==> config.mk <==
export PLATFORM = sky130hd
export DESIGN_NAME = cmd_bundle_arbiter_flat
export DESIGN_NICKNAME = d
export VERILOG_FILES = /design/src/rtl/cmd_bundle_arbiter_if.sv /design/src/rtl/cmd_bundle_arbiter.sv /design/src/flat_wrapper.sv
export SDC_FILE = /design/constraint.sdc
export NUM_CORES = 1
export LEC_CHECK = 0
export ABC_AREA = 1
export BUFFER_PORTS_ARGS = -buffer_cell sky130_fd_sc_hd__buf_2
export CAP_MARGIN = 10
export CORE_MARGIN = 10
export CORE_UTILIZATION = 25
export DETAILED_ROUTE_END_ITERATION = 10
export GPL_ROUTABILITY_DRIVEN = 0
export SETUP_SLACK_MARGIN = 0.05
export SLEW_MARGIN = 5
export SYNTH_ARGS = -nofsm -noshare
export SYNTH_HDL_FRONTEND = slang
export SYNTH_SLANG_ARGS = --single-unit
==> constraint.sdc <==
create_clock -name clk -period 4 [get_ports clk]
set_clock_uncertainty 0.05 [all_clocks]
set_input_delay 0.2 -clock clk [delete_from_list [all_inputs] [get_ports clk]]
set_output_delay 0.2 -clock clk [all_outputs]
set_load 0.05 [all_outputs]
==> src/rtl/cmd_bundle_arbiter_if.sv <==
// Bundle-side and downstream-side signals of the command bundle arbiter.
// The master modport belongs to the environment: the bank schedulers and the
// timing checker. The slave modport belongs to the arbiter.
// Per-bank fields are flattened, so that bank b occupies [b*W +: W].
interface cmd_bundle_arbiter_if #(
  parameter int CH_WIDTH       = 1,
  parameter int RNK_WIDTH      = 1,
  parameter int BG_WIDTH       = 1,
  parameter int BNK_WIDTH      = 2,
  parameter int ROW_WIDTH      = 17,
  parameter int COL_WIDTH      = 10,
  parameter int PTR_WIDTH      = 6,
  parameter int CMD_TYPE_WIDTH = 3,
  parameter int NUM_BNK_TOT    = 8
);
  logic [NUM_BNK_TOT-1:0]                pre_bundle_valid;
  logic [NUM_BNK_TOT-1:0]                act_bundle_valid;
  logic [NUM_BNK_TOT-1:0]                cas_bundle_valid;
  logic [CMD_TYPE_WIDTH*NUM_BNK_TOT-1:0] pre_bundle_cmd;
  logic [CMD_TYPE_WIDTH*NUM_BNK_TOT-1:0] act_bundle_cmd;
  logic [CMD_TYPE_WIDTH*NUM_BNK_TOT-1:0] cas_bundle_cmd;
  logic [CH_WIDTH*NUM_BNK_TOT-1:0]       i_channel;
  logic [RNK_WIDTH*NUM_BNK_TOT-1:0]      i_rank;
  logic [BG_WIDTH*NUM_BNK_TOT-1:0]       i_group;
  logic [BNK_WIDTH*NUM_BNK_TOT-1:0]      i_bank;
  logic [ROW_WIDTH*NUM_BNK_TOT-1:0]      i_row;
  logic [COL_WIDTH*NUM_BNK_TOT-1:0]      i_column;
  logic [PTR_WIDTH*NUM_BNK_TOT-1:0]      i_ptr;
  logic                                  block_from_mc_refresh;
  logic [NUM_BNK_TOT-1:0]                pre_grant;
  logic [NUM_BNK_TOT-1:0]                act_grant;
  logic [NUM_BNK_TOT-1:0]                cas_grant;
  logic                                  cmd_valid;
  logic                                  cmd_ready;
  logic [CMD_TYPE_WIDTH-1:0]             cmd_type;
  logic [CH_WIDTH-1:0]                   cmd_channel;
  logic [RNK_WIDTH-1:0]                  cmd_rank;
  logic [BG_WIDTH-1:0]                   cmd_group;
  logic [BNK_WIDTH-1:0]                  cmd_bank;
  logic [ROW_WIDTH-1:0]                  cmd_row;
  logic [COL_WIDTH-1:0]                  cmd_column;
  logic [PTR_WIDTH-1:0]                  cmd_ptr;
  logic [1:0]                            cmd_class;

  modport master (
    output pre_bundle_valid, act_bundle_valid, cas_bundle_valid,
    output pre_bundle_cmd, act_bundle_cmd, cas_bundle_cmd,
    output i_channel, i_rank, i_group, i_bank, i_row, i_column, i_ptr,
    output block_from_mc_refresh, cmd_ready,
    input  pre_grant, act_grant, cas_grant,
    input  cmd_valid, cmd_type, cmd_channel, cmd_rank, cmd_group, cmd_bank,
    input  cmd_row, cmd_column, cmd_ptr, cmd_class
  );

  modport slave (
    input  pre_bundle_valid, act_bundle_valid, cas_bundle_valid,
    input  pre_bundle_cmd, act_bundle_cmd, cas_bundle_cmd,
    input  i_channel, i_rank, i_group, i_bank, i_row, i_column, i_ptr,
    input  block_from_mc_refresh, cmd_ready,
    output pre_grant, act_grant, cas_grant,
    output cmd_valid, cmd_type, cmd_channel, cmd_rank, cmd_group, cmd_bank,
    output cmd_row, cmd_column, cmd_ptr, cmd_class
  );
endinterface

==> src/rtl/cmd_bundle_arbiter.sv <==
// Per-channel PRE/ACT/CAS bundle arbiter.
// Each cycle it picks at most one bundle and captures it into a one-entry
// output register, which is drained through a valid/ready handshake.
// Class priority is CAS > ACT > PRE. Within a class, the banks are served
// round-robin.
// Optional: define CMD_ARB_AGE_EN to add starvation counters for ACT and PRE.
// A class whose counter has reached AGE_LIMIT outranks CAS.
module cmd_bundle_arbiter #(
  parameter int CH_WIDTH       = 1,
  parameter int RNK_WIDTH      = 1,
  parameter int BG_WIDTH       = 1,
  parameter int BNK_WIDTH      = 2,
  parameter int ROW_WIDTH      = 17,
  parameter int COL_WIDTH      = 10,
  parameter int PTR_WIDTH      = 6,
  parameter int CMD_TYPE_WIDTH = 3,
  parameter int NUM_BNK_TOT    = 8,
  parameter int AGE_LIMIT      = 16,
  parameter int TCQ            = 100
) (
  input logic           clk,
  input logic           rst,
  cmd_bundle_arbiter_if.slave bus
);
  localparam int IDX_W = (NUM_BNK_TOT > 1) ? $clog2(NUM_BNK_TOT) : 1;
  typedef logic [IDX_W-1:0] idx_t;
  localparam logic [NUM_BNK_TOT-1:0] ONE = {{(NUM_BNK_TOT-1){1'b0}}, 1'b1};

  // TCQ describes register timing to the surrounding flow. No synthesizable
  // logic consumes it, and AGE_LIMIT is unused when ageing is compiled out.
  logic unused_cfg;
  assign unused_cfg = (TCQ < 0) | (AGE_LIMIT < 0);

  // Returns the first requester at or above ptr, wrapping past the top bank.
  function automatic idx_t rr_pick(input logic [NUM_BNK_TOT-1:0] req, input idx_t ptr);
    idx_t win;
    logic hit;
    int   idx;
    win = ptr;
    hit = 1'b0;
    for (int i = 0; i < NUM_BNK_TOT; i++) begin
      idx = int'(ptr) + i;
      if (idx >= NUM_BNK_TOT) idx = idx - NUM_BNK_TOT;
      if (!hit && req[idx_t'(idx)]) begin
        win = idx_t'(idx);
        hit = 1'b1;
      end
    end
    return win;
  endfunction

  function automatic idx_t rr_next(input idx_t win);
    return (int'(win) == NUM_BNK_TOT - 1) ? '0 : win + 1'b1;
  endfunction

  logic                      cmd_valid_q, cmd_valid_d;
  logic [CMD_TYPE_WIDTH-1:0] cmd_type_q, cmd_type_d;
  logic [CH_WIDTH-1:0]       cmd_channel_q, cmd_channel_d;
  logic [RNK_WIDTH-1:0]      cmd_rank_q, cmd_rank_d;
  logic [BG_WIDTH-1:0]       cmd_group_q, cmd_group_d;
  logic [BNK_WIDTH-1:0]      cmd_bank_q, cmd_bank_d;
  logic [ROW_WIDTH-1:0]      cmd_row_q, cmd_row_d;
  logic [COL_WIDTH-1:0]      cmd_column_q, cmd_column_d;
  logic [PTR_WIDTH-1:0]      cmd_ptr_q, cmd_ptr_d;
  logic [1:0]                cmd_class_q, cmd_class_d;
  idx_t                      rr_pre_q, rr_pre_d, rr_act_q, rr_act_d, rr_cas_q, rr_cas_d;

  logic can_load, cas_elig, act_elig, pre_elig;
  logic sel_cas, sel_act, sel_pre, grant_any;
  idx_t cas_win, act_win, pre_win, win;

`ifdef CMD_ARB_AGE_EN
  localparam int AGE_W = $clog2(AGE_LIMIT + 1);
  localparam logic [AGE_W-1:0] AGE_MAX = AGE_W'(AGE_LIMIT);
  logic [AGE_W-1:0] age_act_q, age_act_d, age_pre_q, age_pre_d;
  logic             act_aged, pre_aged;
  assign act_aged = (age_act_q == AGE_MAX);
  assign pre_aged = (age_pre_q == AGE_MAX);
`endif

  assign cas_win = rr_pick(bus.cas_bundle_valid, rr_cas_q);
  assign act_win = rr_pick(bus.act_bundle_valid, rr_act_q);
  assign pre_win = rr_pick(bus.pre_bundle_valid, rr_pre_q);

  // Class selection: at most one class wins, and only when the output register can load.
  always_comb begin
    can_load = ~cmd_valid_q | bus.cmd_ready;
    cas_elig = |bus.cas_bundle_valid;
    act_elig = (|bus.act_bundle_valid) & ~bus.block_from_mc_refresh;
    pre_elig = |bus.pre_bundle_valid;
    sel_cas  = 1'b0;
    sel_act  = 1'b0;
    sel_pre  = 1'b0;
    if (can_load) begin
`ifdef CMD_ARB_AGE_EN
      if (act_elig && act_aged)      sel_act = 1'b1;
      else if (pre_elig && pre_aged) sel_pre = 1'b1;
      else if (cas_elig)             sel_cas = 1'b1;
      else if (act_elig)             sel_act = 1'b1;
      else if (pre_elig)             sel_pre = 1'b1;
`else
      if (cas_elig)      sel_cas = 1'b1;
      else if (act_elig) sel_act = 1'b1;
      else if (pre_elig) sel_pre = 1'b1;
`endif
    end
  end

  assign grant_any     = sel_cas | sel_act | sel_pre;
  assign win           = sel_cas ? cas_win : (sel_act ? act_win : pre_win);
  assign bus.cas_grant = sel_cas ? (ONE << cas_win) : '0;
  assign bus.act_grant = sel_act ? (ONE << act_win) : '0;
  assign bus.pre_grant = sel_pre ? (ONE << pre_win) : '0;

  // Next state: capture the winner's bundle and advance the winning class pointer.
  always_comb begin
    cmd_valid_d   = cmd_valid_q;
    cmd_type_d    = cmd_type_q;
    cmd_channel_d = cmd_channel_q;
    cmd_rank_d    = cmd_rank_q;
    cmd_group_d   = cmd_group_q;
    cmd_bank_d    = cmd_bank_q;
    cmd_row_d     = cmd_row_q;
    cmd_column_d  = cmd_column_q;
    cmd_ptr_d     = cmd_ptr_q;
    cmd_class_d   = cmd_class_q;
    rr_cas_d      = sel_cas ? rr_next(cas_win) : rr_cas_q;
    rr_act_d      = sel_act ? rr_next(act_win) : rr_act_q;
    rr_pre_d      = sel_pre ? rr_next(pre_win) : rr_pre_q;
    if (grant_any) begin
      cmd_valid_d = 1'b1;
      if (sel_cas) begin
        cmd_type_d  = bus.cas_bundle_cmd[int'(win)*CMD_TYPE_WIDTH +: CMD_TYPE_WIDTH];
        cmd_class_d = 2'd2;
      end else if (sel_act) begin
        cmd_type_d  = bus.act_bundle_cmd[int'(win)*CMD_TYPE_WIDTH +: CMD_TYPE_WIDTH];
        cmd_class_d = 2'd1;
      end else begin
        cmd_type_d  = bus.pre_bundle_cmd[int'(win)*CMD_TYPE_WIDTH +: CMD_TYPE_WIDTH];
        cmd_class_d = 2'd0;
      end
      cmd_channel_d = bus.i_channel[int'(win)*CH_WIDTH +: CH_WIDTH];
      cmd_rank_d    = bus.i_rank[int'(win)*RNK_WIDTH +: RNK_WIDTH];
      cmd_group_d   = bus.i_group[int'(win)*BG_WIDTH +: BG_WIDTH];
      cmd_bank_d    = bus.i_bank[int'(win)*BNK_WIDTH +: BNK_WIDTH];
      cmd_row_d     = bus.i_row[int'(win)*ROW_WIDTH +: ROW_WIDTH];
      cmd_column_d  = bus.i_column[int'(win)*COL_WIDTH +: COL_WIDTH];
      cmd_ptr_d     = bus.i_ptr[int'(win)*PTR_WIDTH +: PTR_WIDTH];
    end else if (bus.cmd_ready) begin
      cmd_valid_d = 1'b0;
    end
  end

  // Output register and round-robin pointers.
  always_ff @(posedge clk or posedge rst) begin
    if (rst) begin
      cmd_valid_q   <= 1'b0;
      cmd_type_q    <= '0;
      cmd_channel_q <= '0;
      cmd_rank_q    <= '0;
      cmd_group_q   <= '0;
      cmd_bank_q    <= '0;
      cmd_row_q     <= '0;
      cmd_column_q  <= '0;
      cmd_ptr_q     <= '0;
      cmd_class_q   <= '0;
      rr_pre_q      <= '0;
      rr_act_q      <= '0;
      rr_cas_q      <= '0;
    end else begin
      cmd_valid_q   <= cmd_valid_d;
      cmd_type_q    <= cmd_type_d;
      cmd_channel_q <= cmd_channel_d;
      cmd_rank_q    <= cmd_rank_d;
      cmd_group_q   <= cmd_group_d;
      cmd_bank_q    <= cmd_bank_d;
      cmd_row_q     <= cmd_row_d;
      cmd_column_q  <= cmd_column_d;
      cmd_ptr_q     <= cmd_ptr_d;
      cmd_class_q   <= cmd_class_d;
      rr_pre_q      <= rr_pre_d;
      rr_act_q      <= rr_act_d;
      rr_cas_q      <= rr_cas_d;
    end
  end

`ifdef CMD_ARB_AGE_EN
  // Starvation counters: count the cycles in which a class is eligible and loses.
  // A counter clears once its class is served or goes idle.
  always_comb begin
    age_act_d = age_act_q;
    age_pre_d = age_pre_q;
    if (sel_act || !(|bus.act_bundle_valid))
      age_act_d = '0;
    else if (act_elig && can_load && !act_aged)
      age_act_d = age_act_q + 1'b1;
    if (sel_pre || !(|bus.pre_bundle_valid))
      age_pre_d = '0;
    else if (pre_elig && can_load && !pre_aged)
      age_pre_d = age_pre_q + 1'b1;
  end

  // Age counter registers.
  always_ff @(posedge clk or posedge rst) begin
    if (rst) begin
      age_act_q <= '0;
      age_pre_q <= '0;
    end else begin
      age_act_q <= age_act_d;
      age_pre_q <= age_pre_d;
    end
  end
`endif

  assign bus.cmd_valid   = cmd_valid_q;
  assign bus.cmd_type    = cmd_type_q;
  assign bus.cmd_channel = cmd_channel_q;
  assign bus.cmd_rank    = cmd_rank_q;
  assign bus.cmd_group   = cmd_group_q;
  assign bus.cmd_bank    = cmd_bank_q;
  assign bus.cmd_row     = cmd_row_q;
  assign bus.cmd_column  = cmd_column_q;
  assign bus.cmd_ptr     = cmd_ptr_q;
  assign bus.cmd_class   = cmd_class_q;
endmodule

==> src/flat_wrapper.sv <==
// flat-port wrapper written by rule: the top's interface ports become plain ports
module cmd_bundle_arbiter_flat 
#(
  parameter int CH_WIDTH       = 1,
  parameter int RNK_WIDTH      = 1,
  parameter int BG_WIDTH       = 1,
  parameter int BNK_WIDTH      = 2,
  parameter int ROW_WIDTH      = 17,
  parameter int COL_WIDTH      = 10,
  parameter int PTR_WIDTH      = 6,
  parameter int CMD_TYPE_WIDTH = 3,
  parameter int NUM_BNK_TOT    = 8,
  parameter int AGE_LIMIT      = 16,
  parameter int TCQ            = 100
)
  (clk, rst, bus_pre_bundle_valid, bus_act_bundle_valid, bus_cas_bundle_valid, bus_pre_bundle_cmd, bus_act_bundle_cmd, bus_cas_bundle_cmd, bus_i_channel, bus_i_rank, bus_i_group, bus_i_bank, bus_i_row, bus_i_column, bus_i_ptr, bus_block_from_mc_refresh, bus_cmd_ready, bus_pre_grant, bus_act_grant, bus_cas_grant, bus_cmd_valid, bus_cmd_type, bus_cmd_channel, bus_cmd_rank, bus_cmd_group, bus_cmd_bank, bus_cmd_row, bus_cmd_column, bus_cmd_ptr, bus_cmd_class);
  cmd_bundle_arbiter_if #(.CH_WIDTH(CH_WIDTH), .RNK_WIDTH(RNK_WIDTH), .BG_WIDTH(BG_WIDTH), .BNK_WIDTH(BNK_WIDTH), .ROW_WIDTH(ROW_WIDTH), .COL_WIDTH(COL_WIDTH), .PTR_WIDTH(PTR_WIDTH), .CMD_TYPE_WIDTH(CMD_TYPE_WIDTH), .NUM_BNK_TOT(NUM_BNK_TOT)) bus_i ();
  input logic clk;
  input logic rst;
  input wire logic [$bits(bus_i.pre_bundle_valid)-1:0] bus_pre_bundle_valid;
  input wire logic [$bits(bus_i.act_bundle_valid)-1:0] bus_act_bundle_valid;
  input wire logic [$bits(bus_i.cas_bundle_valid)-1:0] bus_cas_bundle_valid;
  input wire logic [$bits(bus_i.pre_bundle_cmd)-1:0] bus_pre_bundle_cmd;
  input wire logic [$bits(bus_i.act_bundle_cmd)-1:0] bus_act_bundle_cmd;
  input wire logic [$bits(bus_i.cas_bundle_cmd)-1:0] bus_cas_bundle_cmd;
  input wire logic [$bits(bus_i.i_channel)-1:0] bus_i_channel;
  input wire logic [$bits(bus_i.i_rank)-1:0] bus_i_rank;
  input wire logic [$bits(bus_i.i_group)-1:0] bus_i_group;
  input wire logic [$bits(bus_i.i_bank)-1:0] bus_i_bank;
  input wire logic [$bits(bus_i.i_row)-1:0] bus_i_row;
  input wire logic [$bits(bus_i.i_column)-1:0] bus_i_column;
  input wire logic [$bits(bus_i.i_ptr)-1:0] bus_i_ptr;
  input wire logic [$bits(bus_i.block_from_mc_refresh)-1:0] bus_block_from_mc_refresh;
  input wire logic [$bits(bus_i.cmd_ready)-1:0] bus_cmd_ready;
  output wire logic [$bits(bus_i.pre_grant)-1:0] bus_pre_grant;
  output wire logic [$bits(bus_i.act_grant)-1:0] bus_act_grant;
  output wire logic [$bits(bus_i.cas_grant)-1:0] bus_cas_grant;
  output wire logic [$bits(bus_i.cmd_valid)-1:0] bus_cmd_valid;
  output wire logic [$bits(bus_i.cmd_type)-1:0] bus_cmd_type;
  output wire logic [$bits(bus_i.cmd_channel)-1:0] bus_cmd_channel;
  output wire logic [$bits(bus_i.cmd_rank)-1:0] bus_cmd_rank;
  output wire logic [$bits(bus_i.cmd_group)-1:0] bus_cmd_group;
  output wire logic [$bits(bus_i.cmd_bank)-1:0] bus_cmd_bank;
  output wire logic [$bits(bus_i.cmd_row)-1:0] bus_cmd_row;
  output wire logic [$bits(bus_i.cmd_column)-1:0] bus_cmd_column;
  output wire logic [$bits(bus_i.cmd_ptr)-1:0] bus_cmd_ptr;
  output wire logic [$bits(bus_i.cmd_class)-1:0] bus_cmd_class;
  assign bus_i.pre_bundle_valid = bus_pre_bundle_valid;
  assign bus_i.act_bundle_valid = bus_act_bundle_valid;
  assign bus_i.cas_bundle_valid = bus_cas_bundle_valid;
  assign bus_i.pre_bundle_cmd = bus_pre_bundle_cmd;
  assign bus_i.act_bundle_cmd = bus_act_bundle_cmd;
  assign bus_i.cas_bundle_cmd = bus_cas_bundle_cmd;
  assign bus_i.i_channel = bus_i_channel;
  assign bus_i.i_rank = bus_i_rank;
  assign bus_i.i_group = bus_i_group;
  assign bus_i.i_bank = bus_i_bank;
  assign bus_i.i_row = bus_i_row;
  assign bus_i.i_column = bus_i_column;
  assign bus_i.i_ptr = bus_i_ptr;
  assign bus_i.block_from_mc_refresh = bus_block_from_mc_refresh;
  assign bus_i.cmd_ready = bus_cmd_ready;
  assign bus_pre_grant = bus_i.pre_grant;
  assign bus_act_grant = bus_i.act_grant;
  assign bus_cas_grant = bus_i.cas_grant;
  assign bus_cmd_valid = bus_i.cmd_valid;
  assign bus_cmd_type = bus_i.cmd_type;
  assign bus_cmd_channel = bus_i.cmd_channel;
  assign bus_cmd_rank = bus_i.cmd_rank;
  assign bus_cmd_group = bus_i.cmd_group;
  assign bus_cmd_bank = bus_i.cmd_bank;
  assign bus_cmd_row = bus_i.cmd_row;
  assign bus_cmd_column = bus_i.cmd_column;
  assign bus_cmd_ptr = bus_i.cmd_ptr;
  assign bus_cmd_class = bus_i.cmd_class;
  cmd_bundle_arbiter #(.CH_WIDTH(CH_WIDTH), .RNK_WIDTH(RNK_WIDTH), .BG_WIDTH(BG_WIDTH), .BNK_WIDTH(BNK_WIDTH), .ROW_WIDTH(ROW_WIDTH), .COL_WIDTH(COL_WIDTH), .PTR_WIDTH(PTR_WIDTH), .CMD_TYPE_WIDTH(CMD_TYPE_WIDTH), .NUM_BNK_TOT(NUM_BNK_TOT), .AGE_LIMIT(AGE_LIMIT), .TCQ(TCQ)) u_core (.clk(clk), .rst(rst), .bus(bus_i));
endmodule
Word level (Yosys, flattened, before mapping)
Cells that the tools add are included.

cells by class
  $add $sub $neg = 48
  $mul = 4
  $lt $le $gt $ge = 48
  equal/unequal tests = 3
  shift-type cells = 13
  mux-type cells = 140
  bitwise operators = 6
  reductions and logical operators = 46

operators by type and width
  cell                   number
  $mux W3                55
  $shiftx A136 B32 Y17   1
  $lt A3 B4 Y1 const B   24
  $shiftx A24 B32 Y3     3
  $ge A4 B4 Y1 const B   21
  $shiftx A80 B32 Y10    1
  $bmux W1 S3            24
  $sub A3 B1 Y3 const B  24
  $mux W1                57
  $add A3 B3 Y4 const B  12
  $shiftx A48 B32 Y6     1
  $add A3 B2 Y4 const B  6
  $mux W8                3
  $reduce_or A8 Y1       3
  $shiftx A8 B4 Y1       3
  $shl A1 B3 Y8 const A  3
  $logic_and A1 B1 Y1    21
  $logic_not A1 Y1       21
  $shiftx A16 B5 Y2      1
  $add A3 B1 Y4 const B  3
  $ge A3 B4 Y1 const B   3
  $mul A3 B2 Y5 const B  2
  $add A3 B1 Y3 const B  3
  $eq A3 B1 Y1 const B   3
  other kinds (7)        10

storage, ports and cells
  flip-flop bits (word level) = 53
  output and inout port bits = 68
  logic and storage cells = 321

Logic depth before layout (Yosys ltp)
  depth in word-level cells = 32
  mapped depth = 28

Least setup slack after synthesis
Ideal clock, no wire load.

  path type = reg-to-output
  start point = register u_core.rr_cas_q[1]
  end point = output bus_cas_grant[6]
  data arrival time = 3,431 ps
  setup slack = 319 ps
  stages on the path, launching flop included = 20
  buffers on the path = 1
  cells stage by stage = dfrtp_1 buf_2 inv_2 ha_1 inv_1 nand3_1 nand3_1 o21ai_2 nor2_2 nand4_2 nor2_2 nand3_2 nand2_1 inv_1 nand2_1 nand2_1 inv_1 ha_1 inv_1 nor3_1

between the ends
  cells in the longest elaborated chain, start to end = 28
  elaborated cells between the ends (all ways) = 78
  classes of those cells = 15 x add/sub; 8 x order compare; 1 x shift; 40 x mux; 14 x reduce/logical

ends and longest elaborated chain
  item                                                                    RTL line                   RTL
  from (decl)                                                             cmd_bundle_arbiter.sv:66   idx_t rr_pre_q, rr_pre_d, rr_act_q, rr_act_d, rr_cas_q, rr_cas_d;
  from (signal assigned)                                                  cmd_bundle_arbiter.sv:183  rr_cas_q <= rr_cas_d;
  parallel branches: the longest is 25 deep, another holds $add A3 B1 Y4  --
  $mux W3 *                                                               cmd_bundle_arbiter.sv:44   if (!hit && req[idx_t'(idx)]) begin
  $shl A1 B3 Y8 *                                                         cmd_bundle_arbiter.sv:111  assign bus.cas_grant = sel_cas ? (ONE << cas_win) : '0;
  $mux W8 *                                                               cmd_bundle_arbiter.sv:111
  to (decl)                                                               flat_wrapper.sv:37         output wire logic [$bits(bus_i.cas_grant)-1:0] bus_cas_grant;

Mark *: on every way between the ends. The select of a mux whose other input is x is not followed.

Worst setup path in the final report
  start point = register u_core.rr_cas_q[0]
  end point = register u_core.cmd_column_q[5] (netlist: u_core.bus.cmd_column[5])

between the ends
  cells in the longest elaborated chain, start to end = 29
  elaborated cells between the ends (all ways) = 79
  classes of those cells = 15 x add/sub; 1 x mul; 8 x order compare; 1 x shift; 40 x mux; 14 x reduce/logical

ends and longest elaborated chain
  item                                                                    RTL line                   RTL
  parallel branches: the longest is 25 deep, another holds $add A3 B1 Y4  --
  $mux W3 *                                                               cmd_bundle_arbiter.sv:44
  $mux W3 *                                                               cmd_bundle_arbiter.sv:110  assign win = sel_cas ? cas_win : (sel_act ? act_win : pre_win);
  $mul A3 B3 Y6 *                                                         cmd_bundle_arbiter.sv:147  cmd_column_d = bus.i_column[int'(win)*COL_WIDTH +: COL_WIDTH];
  $shiftx A80 B32 Y10 *                                                   cmd_bundle_arbiter.sv:147
  to (signal assigned)                                                    cmd_bundle_arbiter.sv:178  cmd_column_q <= cmd_column_d;
  to (decl)                                                               cmd_bundle_arbiter.sv:63   logic [COL_WIDTH-1:0] cmd_column_q, cmd_column_d;

Marks and branches as above.
A chain may end at the register's enable or synchronous reset.

==> impl_metrics.env <==
export IMPL_status="finished clean"
export IMPL_die_x_um=204
export IMPL_p_leak_nw=6.41
export IMPL_clock_latency_ps=310
export IMPL_fin_nets=2373
export IMPL_r2r_end="u_core.bus.cmd_column[5]$_DFFE_PP0P_"
export IMPL_slew_violations=0
export IMPL_finalCritPeriodShare_pct=91.8
export IMPL_syn_avg_cell_area_um2=5.49
export IMPL_drive_gt1_share_pct=30.0
export IMPL_dp_hpwl_mm=34.5
export IMPL_viasPerCell=5.04
export IMPL_grt_pass1_wl_mm=66.0
export IMPL_synth_area_um2=8430
export IMPL_cts_htree_levels=2
export IMPL_cap_violations=0
export IMPL_critPathArrivalTime_ps=3870
export IMPL_required_ps=4200
export IMPL_grt_pass1_vias=11900
export IMPL_grt_overflow=0
export IMPL_num_vias=12100
export IMPL_holdWs_ps=70.0
export IMPL_fmax_ghz=0.272
export IMPL_timing_rr_start="u_core.rr_cas_q[0]$_DFFE_PP0P_"
export IMPL_hold_path_class="input port to asynchronous set/reset pin"
export IMPL_top_layer="met5"
export IMPL_io_buffers=471
export IMPL_start_util_pct=25.3
export IMPL_r2r_cells=22
export IMPL_grt_max_degree=93
export IMPL_final_cell_mix="nand2_1 (591), nand3_1 (520), buf_2 (468)"
export IMPL_hold_viol_final=0
export IMPL_max_clock_path_buffers=2
export IMPL_finalNonFillerCells=2398
export IMPL_irDropWorstVdd_mv=0.709
export IMPL_synth_main_ff_cell="dfrtp_1"
export IMPL_ys_seq_area_share_pct=15.7
export IMPL_cts_root_buf="clkbuf_16"
export IMPL_synthDistinctLibCells=37
export IMPL_critical_path_class="flip-flop to flip-flop"
export IMPL_io_pins=472
export IMPL_drc=0
export IMPL_r2r_setup_slack_ps=330
export IMPL_syn_num_nets=1965
export IMPL_die_h_um=204
export IMPL_crit_fanout=92
export IMPL_maxSlewHeadroom_pct=44.8
export IMPL_syn_inst=1537
export IMPL_firstDrtPassIters=6
export IMPL_drt_total_wl_mm=44.6
export IMPL_final_core_util_pct=34.4
export IMPL_drt_met1_wl_mm=17.8
export IMPL_numCtsBuffers=5
export IMPL_areaGrowthSynthToFinish_pct=35.9
export IMPL_clkTransAtPathRegs_ps=80
export IMPL_wl_met3_mm=3.44
export IMPL_start_kind="flip-flop"
export IMPL_core_um2=33400
export IMPL_power_per_cell_area_nw_per_um2=1180
export IMPL_final_common_cell="nand2_1"
export IMPL_synth_edf_count=0
export IMPL_endpoint_kind="flip-flop"
export IMPL_final_setup_viol_count=0
export IMPL_finalSetupTns_ps=0
export IMPL_wl_per_cell_um=18.6
export IMPL_wl_met2_mm=22.0
export IMPL_ant_nets=0
export IMPL_dieArea_um2=41500
export IMPL_rows=67
export IMPL_ys_ff_latch=53
export IMPL_clock_sinks=53
export IMPL_min_period_ps=3670
export IMPL_rsz0062_at_grt="yes"
export IMPL_grt_total_usage_pct=19.8
export IMPL_post_cts_setup_buffer_count=0
export IMPL_cts_tree="done"
export IMPL_drtIter0Drc=982
export IMPL_yosys_warnings=0
export IMPL_place_inst=2383
export IMPL_async_flop_share_pct=100
export IMPL_antenna_found_initial=5
export IMPL_worst_pin_slew_ps=828
==> worst max-delay path, stage by stage (launching register included) <==
cell	delay (ps)
dfrtp_1	390
inv_2	140
ha_1	340
inv_2	140
nand3_1	100
nand3_1	110
o21ai_2	80
nor2_2	180
nand4_2	130
nor2_2	200
inv_2	70
nand2_1	80
nand2_1	50
nand2_1	90
nand2_2	140
nand2_8	220
buf_12	360
nand3_1	140
nand3_1	200
nand3_1	140
nand2_1	90
nand2_1	50
nand2_1	70
==> synth_stat cells, types with 3 or more instances <==
cell,count,area share [%]
a21oi_1,17,1.0
dfrtp_1,53,16
clkbuf_1,13,0.58
buf_4,12,1.1
inv_2,13,0.58
clkinv_1,4,0.18
nand2_1,593,26
o21ai_0,14,0.83
nor2_4,4,0.53
a22o_1,7,0.73
nand4_1,7,0.52
xor2_1,3,0.31
nor2_2,6,0.45
nor2_1,36,1.6
nor4_1,4,0.30
nand3_1,522,31
nand3_2,7,0.83
inv_1,62,2.8
buf_2,67,4.0
xnor2_1,3,0.31
buf_6,14,1.9
nand2_2,15,1.1
ha_1,24,3.6
nor3_1,14,0.83
a31oi_1,3,0.22
==> power by group <==
part	switching, mW	total [mW]	internal [mW]
logic	8.19	12.0	3.80
registers	0.157	0.973	0.816
clock network	0.243	0.557	0.314
==> kinds of logic after synthesis <==
kind of cell             count (synthesis)  share of synthesized area [%]
AND/OR/NAND/NOR                       1216                           64.8
adder cells (fa/ha/maj)                 24                           3.56
buffers and inverters                  185                           11.0
XOR/XNOR                                10                           1.39
AO/OA/AOI/OAI                           49                           3.55
flip-flops                              53                           15.7
==> flip-flops by register name, summed over array words and instances, names as in the netlist, 2 cells and up <==
name / cells
u_core.bus.cmd_row: 17
u_core.bus.cmd_ptr: 6
u_core.rr_cas_q: 3
u_core.bus.cmd_class: 2
u_core.rr_pre_q: 3
u_core.bus.cmd_type: 3
u_core.bus.cmd_column: 10
u_core.rr_act_q: 3
u_core.bus.cmd_bank: 2
==> metrics by stage <==
stage	area [um^2]	worst slack, ps	power, mW
final	11500	327	13.5
after global routing	11500	15.9	14.8
after CTS	11300	140	13.3
after detailed placement	11100	166	12.7
after global placement	11100	249	12.7
after floorplan	8430	319	9.75
==> metal layers <==
layer	vias to the layer above	GRT usage, %
met2	607	34.3
li1	5915	-
met5	-	0
met4	2	6.74
met3	71	4.39
met1	5486	23.5
==> layout make-up <==
cell class	instances	area [um^2]
multi-input cells	1300	6260
diodes	4	10.0
clock inverters	2	37.5
fillers	3814	21900
inverters	79	297
repair buffers	506	2840
clock buffers	6	139
flip-flops and latches	53	1330
well taps	448	561
==> timing repair <==
item                                    4_1_cts  5_1_grt
endpoints found under the setup margin        0       47
gates resized for setup                       0       14
hold endpoints to repair                      0        0
hold buffers                                  0        0
==> worst max path at each step <==
stage / end / cells after the start / slack [ps] / from
finish: u_core.bus.cmd_column[5]$_DFFE_PP0P_ / 22 / 330 / u_core.rr_cas_q[0]$_DFFE_PP0P_
global route: u_core.bus.cmd_bank[0]$_DFFE_PP0P_ / 22 / 20 / u_core.rr_cas_q[0]$_DFFE_PP0P_
CTS: u_core.bus.cmd_type[1]$_DFFE_PP0P_ / 22 / 140 / u_core.rr_cas_q[0]$_DFFE_PP0P_
detailed placement: u_core.bus.cmd_type[1]$_DFFE_PP0P_ / 22 / 170 / u_core.rr_cas_q[0]$_DFFE_PP0P_
global placement: u_core.bus.cmd_type[1]$_DFFE_PP0P_ / 22 / 250 / u_core.rr_cas_q[0]$_DFFE_PP0P_
floorplan: bus_cas_grant[6] / 19 / 320 / u_core.rr_cas_q[1]$_DFFE_PP0P_
No activity file was read; power rests on OpenSTA's default activity.
